`config.mk`:
```
export PLATFORM = sky130hd
export DESIGN_NAME = conv_sched_flat
export DESIGN_NICKNAME = d
export VERILOG_FILES = /design/src/rtl/conv_sched_if.sv /design/src/rtl/conv_sched.sv /design/src/flat_wrapper.sv
export SDC_FILE = /design/constraint.sdc
export NUM_CORES = 1
export LEC_CHECK = 0
export BUFFER_PORTS_ARGS = -buffer_cell sky130_fd_sc_hd__buf_2
export CORE_MARGIN = 4
export CORE_UTILIZATION = 30
export CTS_BUF_LIST = sky130_fd_sc_hd__clkbuf_2
export CTS_CLUSTER_DIAMETER = 80
export DETAILED_ROUTE_END_ITERATION = 10
export GPL_ROUTABILITY_DRIVEN = 0
export REMOVE_ABC_BUFFERS = 1
export SLEW_MARGIN = 10
export SYNTH_ARGS = -nofsm -noshare
export SYNTH_HDL_FRONTEND = slang
export SYNTH_SLANG_ARGS = --single-unit
```
`constraint.sdc`:
```
create_clock -name clk -period 18 [get_ports clk]
set_input_delay 3.6 -clock clk [delete_from_list [all_inputs] [get_ports clk]]
set_output_delay 3.6 -clock clk [all_outputs]
set_load 0.05 [all_outputs]
```
`src/rtl/conv_sched_if.sv`:
```
// conv_sched_if: handshake/bus bundle between the window scheduler and its
// neighbours (feature-map SRAM, PE row loader, output memory).
//   master : scheduler side (drives busy/done/err, pixel reads, row beats,
//            output writes; receives start/wt_cfg/pixel data/mac result)
//   slave  : environment side (the mirror image)
interface conv_sched_if #(
   parameter int ADDR_W  = 6,
   parameter int OADDR_W = 6,
   parameter int MAC_W   = 20
);
   logic               start;
   logic [71:0]        wt_cfg;
   logic               busy;
   logic               done;
   logic               err;
   logic               fm_rd_en;
   logic [ADDR_W-1:0]  fm_rd_addr;
   logic [7:0]         fm_rd_data;
   logic               pe_clr;
   logic               send;
   logic [23:0]        row_data;
   logic [23:0]        row_wt;
   logic               mac_valid;
   logic [MAC_W-1:0]   mac_sum;
   logic               out_wr_en;
   logic [OADDR_W-1:0] out_wr_addr;
   logic [MAC_W-1:0]   out_wr_data;

   modport master (
      input  start, wt_cfg, fm_rd_data, mac_valid, mac_sum,
      output busy, done, err, fm_rd_en, fm_rd_addr, pe_clr, send,
             row_data, row_wt, out_wr_en, out_wr_addr, out_wr_data
   );

   modport slave (
      output start, wt_cfg, fm_rd_data, mac_valid, mac_sum,
      input  busy, done, err, fm_rd_en, fm_rd_addr, pe_clr, send,
             row_data, row_wt, out_wr_en, out_wr_addr, out_wr_data
   );
endinterface

```
`src/rtl/conv_sched.sv`:
```
// conv_sched: 3x3 window scheduler for the convolution PE array.
// On start it walks every 3x3 window of an IMG_W x IMG_H map in raster
// order: clear the row loader, fetch 9 pixels, send 4 row beats, wait for
// the PE result (or time out), write it to the output memory.
// Ports:
//   clk  - clock, rising edge
//   rst  - asynchronous active-high reset
//   bus  - conv_sched_if.master (start/wt_cfg/busy/done/err, pixel read
//          port, row-beat loader port, mac result, output write port)
// All bus outputs come straight from registers.
module conv_sched #(
   parameter int IMG_W    = 8,
   parameter int IMG_H    = 8,
   parameter int ADDR_W   = 6,
   parameter int OADDR_W  = 6,
   parameter int MAC_W    = 20,
   parameter int WAIT_MAX = 32
) (
   input  logic          clk,
   input  logic          rst,
   conv_sched_if.master  bus
);
   localparam int RW = $clog2(IMG_H);
   localparam int CW = $clog2(IMG_W);
   localparam int WW = $clog2(WAIT_MAX + 1);

   typedef enum logic [2:0] {
      S_IDLE, S_CLR, S_FETCH, S_SEND, S_WAIT, S_WRITE, S_DONE
   } state_t;

   state_t             state_q;
   logic [RW-1:0]      row_q;
   logic [CW-1:0]      col_q;
   logic [3:0]         cnt_q;         // fetch cycle 0..9 / send beat 0..3
   logic [1:0]         fi_q, fj_q;    // window offset of the current read
   logic [WW-1:0]      wcnt_q;
   logic [71:0]        wt_q;
   // Slots 0..7 of the window; the ninth pixel arrives in the same cycle
   // beat 0 is launched, so it goes straight into row_data.
   logic [7:0][7:0]    pix_q;

   logic               busy_q, done_q, err_q, rd_en_q, clr_q, send_q, wr_en_q;
   logic [ADDR_W-1:0]  rd_addr_q;
   logic [23:0]        rdata_q, rwt_q;
   logic [OADDR_W-1:0] wr_addr_q;
   logic [MAC_W-1:0]   wr_data_q;

   // Next read position and addresses derived from the window counters.
   logic [1:0]         fi_d, fj_d;
   logic [ADDR_W-1:0]  rd_addr_d, win_addr_d;
   logic [OADDR_W-1:0] wr_addr_d;
   logic               last_win;

   always_comb begin
      fj_d       = (fj_q == 2'd2) ? 2'd0 : fj_q + 2'd1;
      fi_d       = (fj_q == 2'd2) ? fi_q + 2'd1 : fi_q;
      rd_addr_d  = ADDR_W'((int'(row_q) + int'(fi_d)) * IMG_W + int'(col_q) + int'(fj_d));
      win_addr_d = ADDR_W'(int'(row_q) * IMG_W + int'(col_q));
      wr_addr_d  = OADDR_W'(int'(row_q) * (IMG_W - 2) + int'(col_q));
      last_win   = (row_q == RW'(IMG_H - 3)) && (col_q == CW'(IMG_W - 3));
   end

   always_ff @(posedge clk or posedge rst) begin
      if (rst) begin
         state_q   <= S_IDLE;
         row_q     <= '0;
         col_q     <= '0;
         cnt_q     <= '0;
         fi_q      <= '0;
         fj_q      <= '0;
         wcnt_q    <= '0;
         wt_q      <= '0;
         pix_q     <= '0;
         busy_q    <= 1'b0;
         done_q    <= 1'b0;
         err_q     <= 1'b0;
         rd_en_q   <= 1'b0;
         rd_addr_q <= '0;
         clr_q     <= 1'b0;
         send_q    <= 1'b0;
         rdata_q   <= '0;
         rwt_q     <= '0;
         wr_en_q   <= 1'b0;
         wr_addr_q <= '0;
         wr_data_q <= '0;
      end else begin
         case (state_q)
            S_IDLE: if (bus.start) begin
               wt_q    <= bus.wt_cfg;
               err_q   <= 1'b0;
               busy_q  <= 1'b1;
               row_q   <= '0;
               col_q   <= '0;
               clr_q   <= 1'b1;
               state_q <= S_CLR;
            end
            S_CLR: begin
               clr_q     <= 1'b0;
               rd_en_q   <= 1'b1;
               rd_addr_q <= win_addr_d;
               fi_q      <= '0;
               fj_q      <= '0;
               cnt_q     <= '0;
               state_q   <= S_FETCH;
            end
            S_FETCH: begin
               // Data for the read issued in cycle k lands in cycle k+1.
               if (cnt_q != 4'd0 && cnt_q != 4'd9)
                  pix_q[cnt_q[2:0] - 3'd1] <= bus.fm_rd_data;
               if (cnt_q < 4'd8) begin
                  rd_addr_q <= rd_addr_d;
                  fi_q      <= fi_d;
                  fj_q      <= fj_d;
               end else begin
                  rd_en_q <= 1'b0;
               end
               if (cnt_q == 4'd9) begin
                  cnt_q   <= '0;
                  send_q  <= 1'b1;
                  rdata_q <= {pix_q[6], pix_q[7], bus.fm_rd_data};
                  rwt_q   <= wt_q[23:0];
                  state_q <= S_SEND;
               end else begin
                  cnt_q <= cnt_q + 4'd1;
               end
            end
            S_SEND: begin
               cnt_q <= cnt_q + 4'd1;
               case (cnt_q[1:0])
                  2'd0: begin
                     rdata_q <= {pix_q[3], pix_q[4], pix_q[5]};
                     rwt_q   <= wt_q[47:24];
                  end
                  2'd1: begin
                     rdata_q <= {pix_q[0], pix_q[1], pix_q[2]};
                     rwt_q   <= wt_q[71:48];
                  end
                  2'd2: begin
                     rdata_q <= '0;
                     rwt_q   <= '0;
                  end
                  default: begin
                     send_q  <= 1'b0;
                     wcnt_q  <= '0;
                     state_q <= S_WAIT;
                  end
               endcase
            end
            S_WAIT: begin
               // A result on the expiry cycle still counts as on time.
               if (bus.mac_valid) begin
                  wr_data_q <= bus.mac_sum;
                  wr_en_q   <= 1'b1;
                  wr_addr_q <= wr_addr_d;
                  state_q   <= S_WRITE;
               end else if (wcnt_q == WW'(WAIT_MAX - 1)) begin
                  err_q     <= 1'b1;
                  wr_data_q <= '0;
                  wr_en_q   <= 1'b1;
                  wr_addr_q <= wr_addr_d;
                  state_q   <= S_WRITE;
               end else begin
                  wcnt_q <= wcnt_q + WW'(1);
               end
            end
            S_WRITE: begin
               wr_en_q <= 1'b0;
               if (col_q == CW'(IMG_W - 3)) begin
                  col_q <= '0;
                  row_q <= row_q + RW'(1);
               end else begin
                  col_q <= col_q + CW'(1);
               end
               if (last_win) begin
                  done_q  <= 1'b1;
                  busy_q  <= 1'b0;
                  state_q <= S_DONE;
               end else begin
                  clr_q   <= 1'b1;
                  state_q <= S_CLR;
               end
            end
            S_DONE: begin
               done_q  <= 1'b0;
               state_q <= S_IDLE;
            end
            default: state_q <= S_IDLE;
         endcase
      end
   end

   assign bus.busy        = busy_q;
   assign bus.done        = done_q;
   assign bus.err         = err_q;
   assign bus.fm_rd_en    = rd_en_q;
   assign bus.fm_rd_addr  = rd_addr_q;
   assign bus.pe_clr      = clr_q;
   assign bus.send        = send_q;
   assign bus.row_data    = rdata_q;
   assign bus.row_wt      = rwt_q;
   assign bus.out_wr_en   = wr_en_q;
   assign bus.out_wr_addr = wr_addr_q;
   assign bus.out_wr_data = wr_data_q;
endmodule

```
`src/flat_wrapper.sv`:
```
// flat-port wrapper written by rule: the top's interface ports become plain ports
module conv_sched_flat 
#(
   parameter int IMG_W    = 8,
   parameter int IMG_H    = 8,
   parameter int ADDR_W   = 6,
   parameter int OADDR_W  = 6,
   parameter int MAC_W    = 20,
   parameter int WAIT_MAX = 32
)
  (clk, rst, bus_start, bus_wt_cfg, bus_fm_rd_data, bus_mac_valid, bus_mac_sum, bus_busy, bus_done, bus_err, bus_fm_rd_en, bus_fm_rd_addr, bus_pe_clr, bus_send, bus_row_data, bus_row_wt, bus_out_wr_en, bus_out_wr_addr, bus_out_wr_data);
  conv_sched_if #(.ADDR_W(ADDR_W), .OADDR_W(OADDR_W), .MAC_W(MAC_W)) bus_i ();
  input  logic clk;
  input  logic rst;
  input wire logic [$bits(bus_i.start)-1:0] bus_start;
  input wire logic [$bits(bus_i.wt_cfg)-1:0] bus_wt_cfg;
  input wire logic [$bits(bus_i.fm_rd_data)-1:0] bus_fm_rd_data;
  input wire logic [$bits(bus_i.mac_valid)-1:0] bus_mac_valid;
  input wire logic [$bits(bus_i.mac_sum)-1:0] bus_mac_sum;
  output wire logic [$bits(bus_i.busy)-1:0] bus_busy;
  output wire logic [$bits(bus_i.done)-1:0] bus_done;
  output wire logic [$bits(bus_i.err)-1:0] bus_err;
  output wire logic [$bits(bus_i.fm_rd_en)-1:0] bus_fm_rd_en;
  output wire logic [$bits(bus_i.fm_rd_addr)-1:0] bus_fm_rd_addr;
  output wire logic [$bits(bus_i.pe_clr)-1:0] bus_pe_clr;
  output wire logic [$bits(bus_i.send)-1:0] bus_send;
  output wire logic [$bits(bus_i.row_data)-1:0] bus_row_data;
  output wire logic [$bits(bus_i.row_wt)-1:0] bus_row_wt;
  output wire logic [$bits(bus_i.out_wr_en)-1:0] bus_out_wr_en;
  output wire logic [$bits(bus_i.out_wr_addr)-1:0] bus_out_wr_addr;
  output wire logic [$bits(bus_i.out_wr_data)-1:0] bus_out_wr_data;
  assign bus_i.start = bus_start;
  assign bus_i.wt_cfg = bus_wt_cfg;
  assign bus_i.fm_rd_data = bus_fm_rd_data;
  assign bus_i.mac_valid = bus_mac_valid;
  assign bus_i.mac_sum = bus_mac_sum;
  assign bus_busy = bus_i.busy;
  assign bus_done = bus_i.done;
  assign bus_err = bus_i.err;
  assign bus_fm_rd_en = bus_i.fm_rd_en;
  assign bus_fm_rd_addr = bus_i.fm_rd_addr;
  assign bus_pe_clr = bus_i.pe_clr;
  assign bus_send = bus_i.send;
  assign bus_row_data = bus_i.row_data;
  assign bus_row_wt = bus_i.row_wt;
  assign bus_out_wr_en = bus_i.out_wr_en;
  assign bus_out_wr_addr = bus_i.out_wr_addr;
  assign bus_out_wr_data = bus_i.out_wr_data;
  conv_sched #(.IMG_W(IMG_W), .IMG_H(IMG_H), .ADDR_W(ADDR_W), .OADDR_W(OADDR_W), .MAC_W(MAC_W), .WAIT_MAX(WAIT_MAX)) u_core (.clk(clk), .rst(rst), .bus(bus_i));
endmodule
```
==> impl_metrics.json <==
{
  "ys_warn_count": 0,
  "insertion_delay_ps": 910,
  "dpl.hpwl_microns": 17440,
  "yosysMostFrequentCell": "nand2_1",
  "cp-start-kind": "flop",
  "intPower_mw": 1.389,
  "drive_gt1_share_pct": 30.03,
  "start_util_pct": 30.37,
  "reg2reg_depth": 6,
  "finalWorstSetupSlack_ps": 12800,
  "ys.flop_type": "dfrtp_1",
  "cts.repair.resized": 0,
  "p_per_area_nw_per_um2": 206.5,
  "path_class": "reg2out",
  "die_area_sq_um": 39010,
  "final_nets": 1353,
  "path_buf_inv": 1,
  "crit_family": "flip-flops",
  "port_buffers": 190,
  "max-slew-margin-rel_pct": 20.85,
  "grt_overflow": 0,
  "combPwrFrac_pct": 47.4,
  "setup_tns_ps": 0,
  "yosys.area_share.simple_pct": 14.53,
  "yosys_register_bits": 246,
  "yosysUniqueCellTypes": 55,
  "syn2layout_area_growth_pct": 18.25,
  "die_w_microns": 197.5,
  "avgRoutedWirePerCell_microns": 16.48,
  "drc": 0,
  "ys_top_cells_by_count": "293 x nand2_1, 246 x dfrtp_1, 95 x o21ai_0",
  "htree_levels": 3,
  "ant_nets": 0,
  "clockRootBuffer": "clkbuf_2",
  "avgViaCountPerCell": 4.816,
  "p_seq_share_pct": 37.0,
  "p_sw_share_pct": 47.22,
  "fin_cells": 1735,
  "synth_compound_area_share_pct": 14.67,
  "end_kind": "output port",
  "nFillCells": 3643,
  "slowest_delay_ps": 410,
  "synth_xor_area_share_pct": 0.8941,
  "fin_area_sq_um": 12740,
  "tightest_slew_ps": 1187,
  "synthTopCellsByArea": "dfrtp_1 57%, nand2_1 10%, mux2_2 7.3%",
  "fin_util_pct": 35.91,
  "num_io_pins": 191,
  "syn-cell-area_sq_um": 10780,
  "wl_microns": 28590,
  "min_period_over_period_pct": 28.88,
  "finClkSkew_ps": 74.32,
  "worst_hold_path_type": "reg2reg",
  "synth_largest_area_cell": "dfrtp_1",
  "dr.pass1.iters": 5,
  "synth-edff-count": 0,
  "numCtsBuffers": 68,
  "antenna_found_initial": 1,
  "clk_path_buf_depth": 3,
  "syn_inst": 1030,
  "cts_tree": "built",
  "die_h_microns": 197.5,
  "grt_pass1_wl_microns": 45780,
  "total_power_mw": 2.631,
  "gr-usage-all-layers_pct": 14.71,
  "hold_slack_ps": 471.9,
  "first_global_vias": 8619,
  "outcome": "finished clean",
  "worstPathMaxFanout": 2,
  "synthAdderAreaFrac_pct": 2.253,
  "synth_top_area_share_pct": 57.13,
  "clkSinkCount": 246,
  "avgSynthCellArea_sq_um": 10.46,
  "leakage_nw": 6.290,
  "regArea_sq_um": 6156,
  "via_count": 8355,
  "post-cts-setup-buffers": 0,
  "multiInputGateArea_sq_um": 4334,
  "max_cap_violations": 0,
  "holdBufCountCts": 0,
  "worst-endpoint-required_ps": 14400,
  "place_inst": 1623,
  "synthArstFlopShare_pct": 100.0,
  "critical-path-slowest-cell": "dfrtp_1",
  "grt_max_degree": 109,
  "placed_area_sq_um": 12130,
  "clk_pin_slew_worst_paths_ps": 100,
  "min_path_cells": 2,
  "path_depth": 1,
  "cp.arrival_ps": 1600,
  "core_sq_um": 35480,
  "ir_drop_uv": 100.7,
  "synth_top_family_by_area": "compound AO/OA/AOI/OAI gates",
  "setup_viol": 0,
  "rsz0062_at_grt": "false",
  "synthMuxAreaShare_pct": 7.687,
  "finalHoldViolations": 0,
  "min_period_ps": 5199,
  "seq_area_frac_synth_pct": 57.13,
  "worstPathCellList": "buf_2",
  "drtIter0Drc": 395,
  "p_sw_mw": 1.242,
  "fmax_mhz": 192.4,
  "reg2reg_slack_ps": 14380,
  "row_count": 69,
  "drv_slew": 0,
  "clockPowerShare_pct": 15.6,
  "place_ws_ps": 12510
}
-- cell type report --
class,count,share of cell area (%)
repair buffers,196,7.816
flip-flops and latches,246,48.31
multi-input cells,705,34.01
diodes,2,0.03928
clock buffers,97,3.810
well taps,461,4.527
inverters,15,0.5008
clock inverters,13,0.9819
-- state kept, by name, summed over array words and instances (netlist names) --
name / count
u_core.bus.busy: 1
u_core.bus.done: 1
u_core.bus.err: 1
u_core.bus.fm_rd_addr: 6
u_core.bus.fm_rd_en: 1
u_core.bus.out_wr_addr: 6
u_core.bus.out_wr_data: 20
u_core.bus.out_wr_en: 1
u_core.bus.pe_clr: 1
u_core.bus.row_data: 24
u_core.bus.row_wt: 24
u_core.bus.send: 1
u_core.cnt_q: 4
u_core.col_q: 3
u_core.fi_q: 2
u_core.fj_q: 2
u_core.pix_q: 64
u_core.row_q: 3
u_core.state_q: 3
u_core.wcnt_q: 6
u_core.wt_q: 72
-- per-layer routing --
layer	vias to the layer above	global-route usage (%)	share of wire (%)
met4	0	5.968	2.3
met3	45	3.701	5.3
li1	4027	-	-
met1	4088	19.25	45
met2	195	23.49	47
met5	-	0	0
-- placed cells by master, fill, tap and decap left out, types with 7 or more instances in the layout --
cell type	n
ha_1	13
a221o_1	44
nor2_1	27
o21ai_0	95
a22o_1	24
nand2_1	293
clkbuf_2	97
mux2_2	70
xnor2_1	8
inv_1	13
buf_2	190
dfrtp_1	246
a21oi_1	14
nand3_1	10
and3_1	7
o21ai_1	15
-- worst paths after layout --
path                                                    from                                 to
max in group asynchronous                                rst  u_core.bus.row_wt[20]$_DFFE_PP0P_
setup reg to reg                 u_core.cnt_q[0]$_DFFE_PP0P_       u_core.pix_q[51]$_DFFE_PP0P_
setup / recovery           u_core.bus.row_wt[23]$_DFFE_PP0P_                     bus_row_wt[23]
min in group asynchronous                                rst        u_core.pix_q[2]$_DFFE_PP0P_
hold reg to reg                  u_core.wt_q[17]$_DFFE_PP0P_        u_core.wt_q[17]$_DFFE_PP0P_
hold / removal                   u_core.wt_q[17]$_DFFE_PP0P_        u_core.wt_q[17]$_DFFE_PP0P_
-- logic make-up after synthesis --
logic type,count (synthesis)
AND/OR/NAND/NOR,372
flip-flops,246
AO/OA/AOI/OAI,231
buffers and inverters,79
multiplexers,74
adder cells (fa/ha/maj),17
XOR/XNOR,11
-- power groups by stage --
stage               sequential [mW]  combinational, mW  clock (mW)
floorplan                      1.25              0.622           0
global placement              0.974               1.25           0
detailed placement            0.985               1.26           0
CTS                           0.974               1.26       0.435
global route                   1.01               1.37       0.461
finish                        0.974               1.25       0.410
Power figures use the tool's default switching activity.
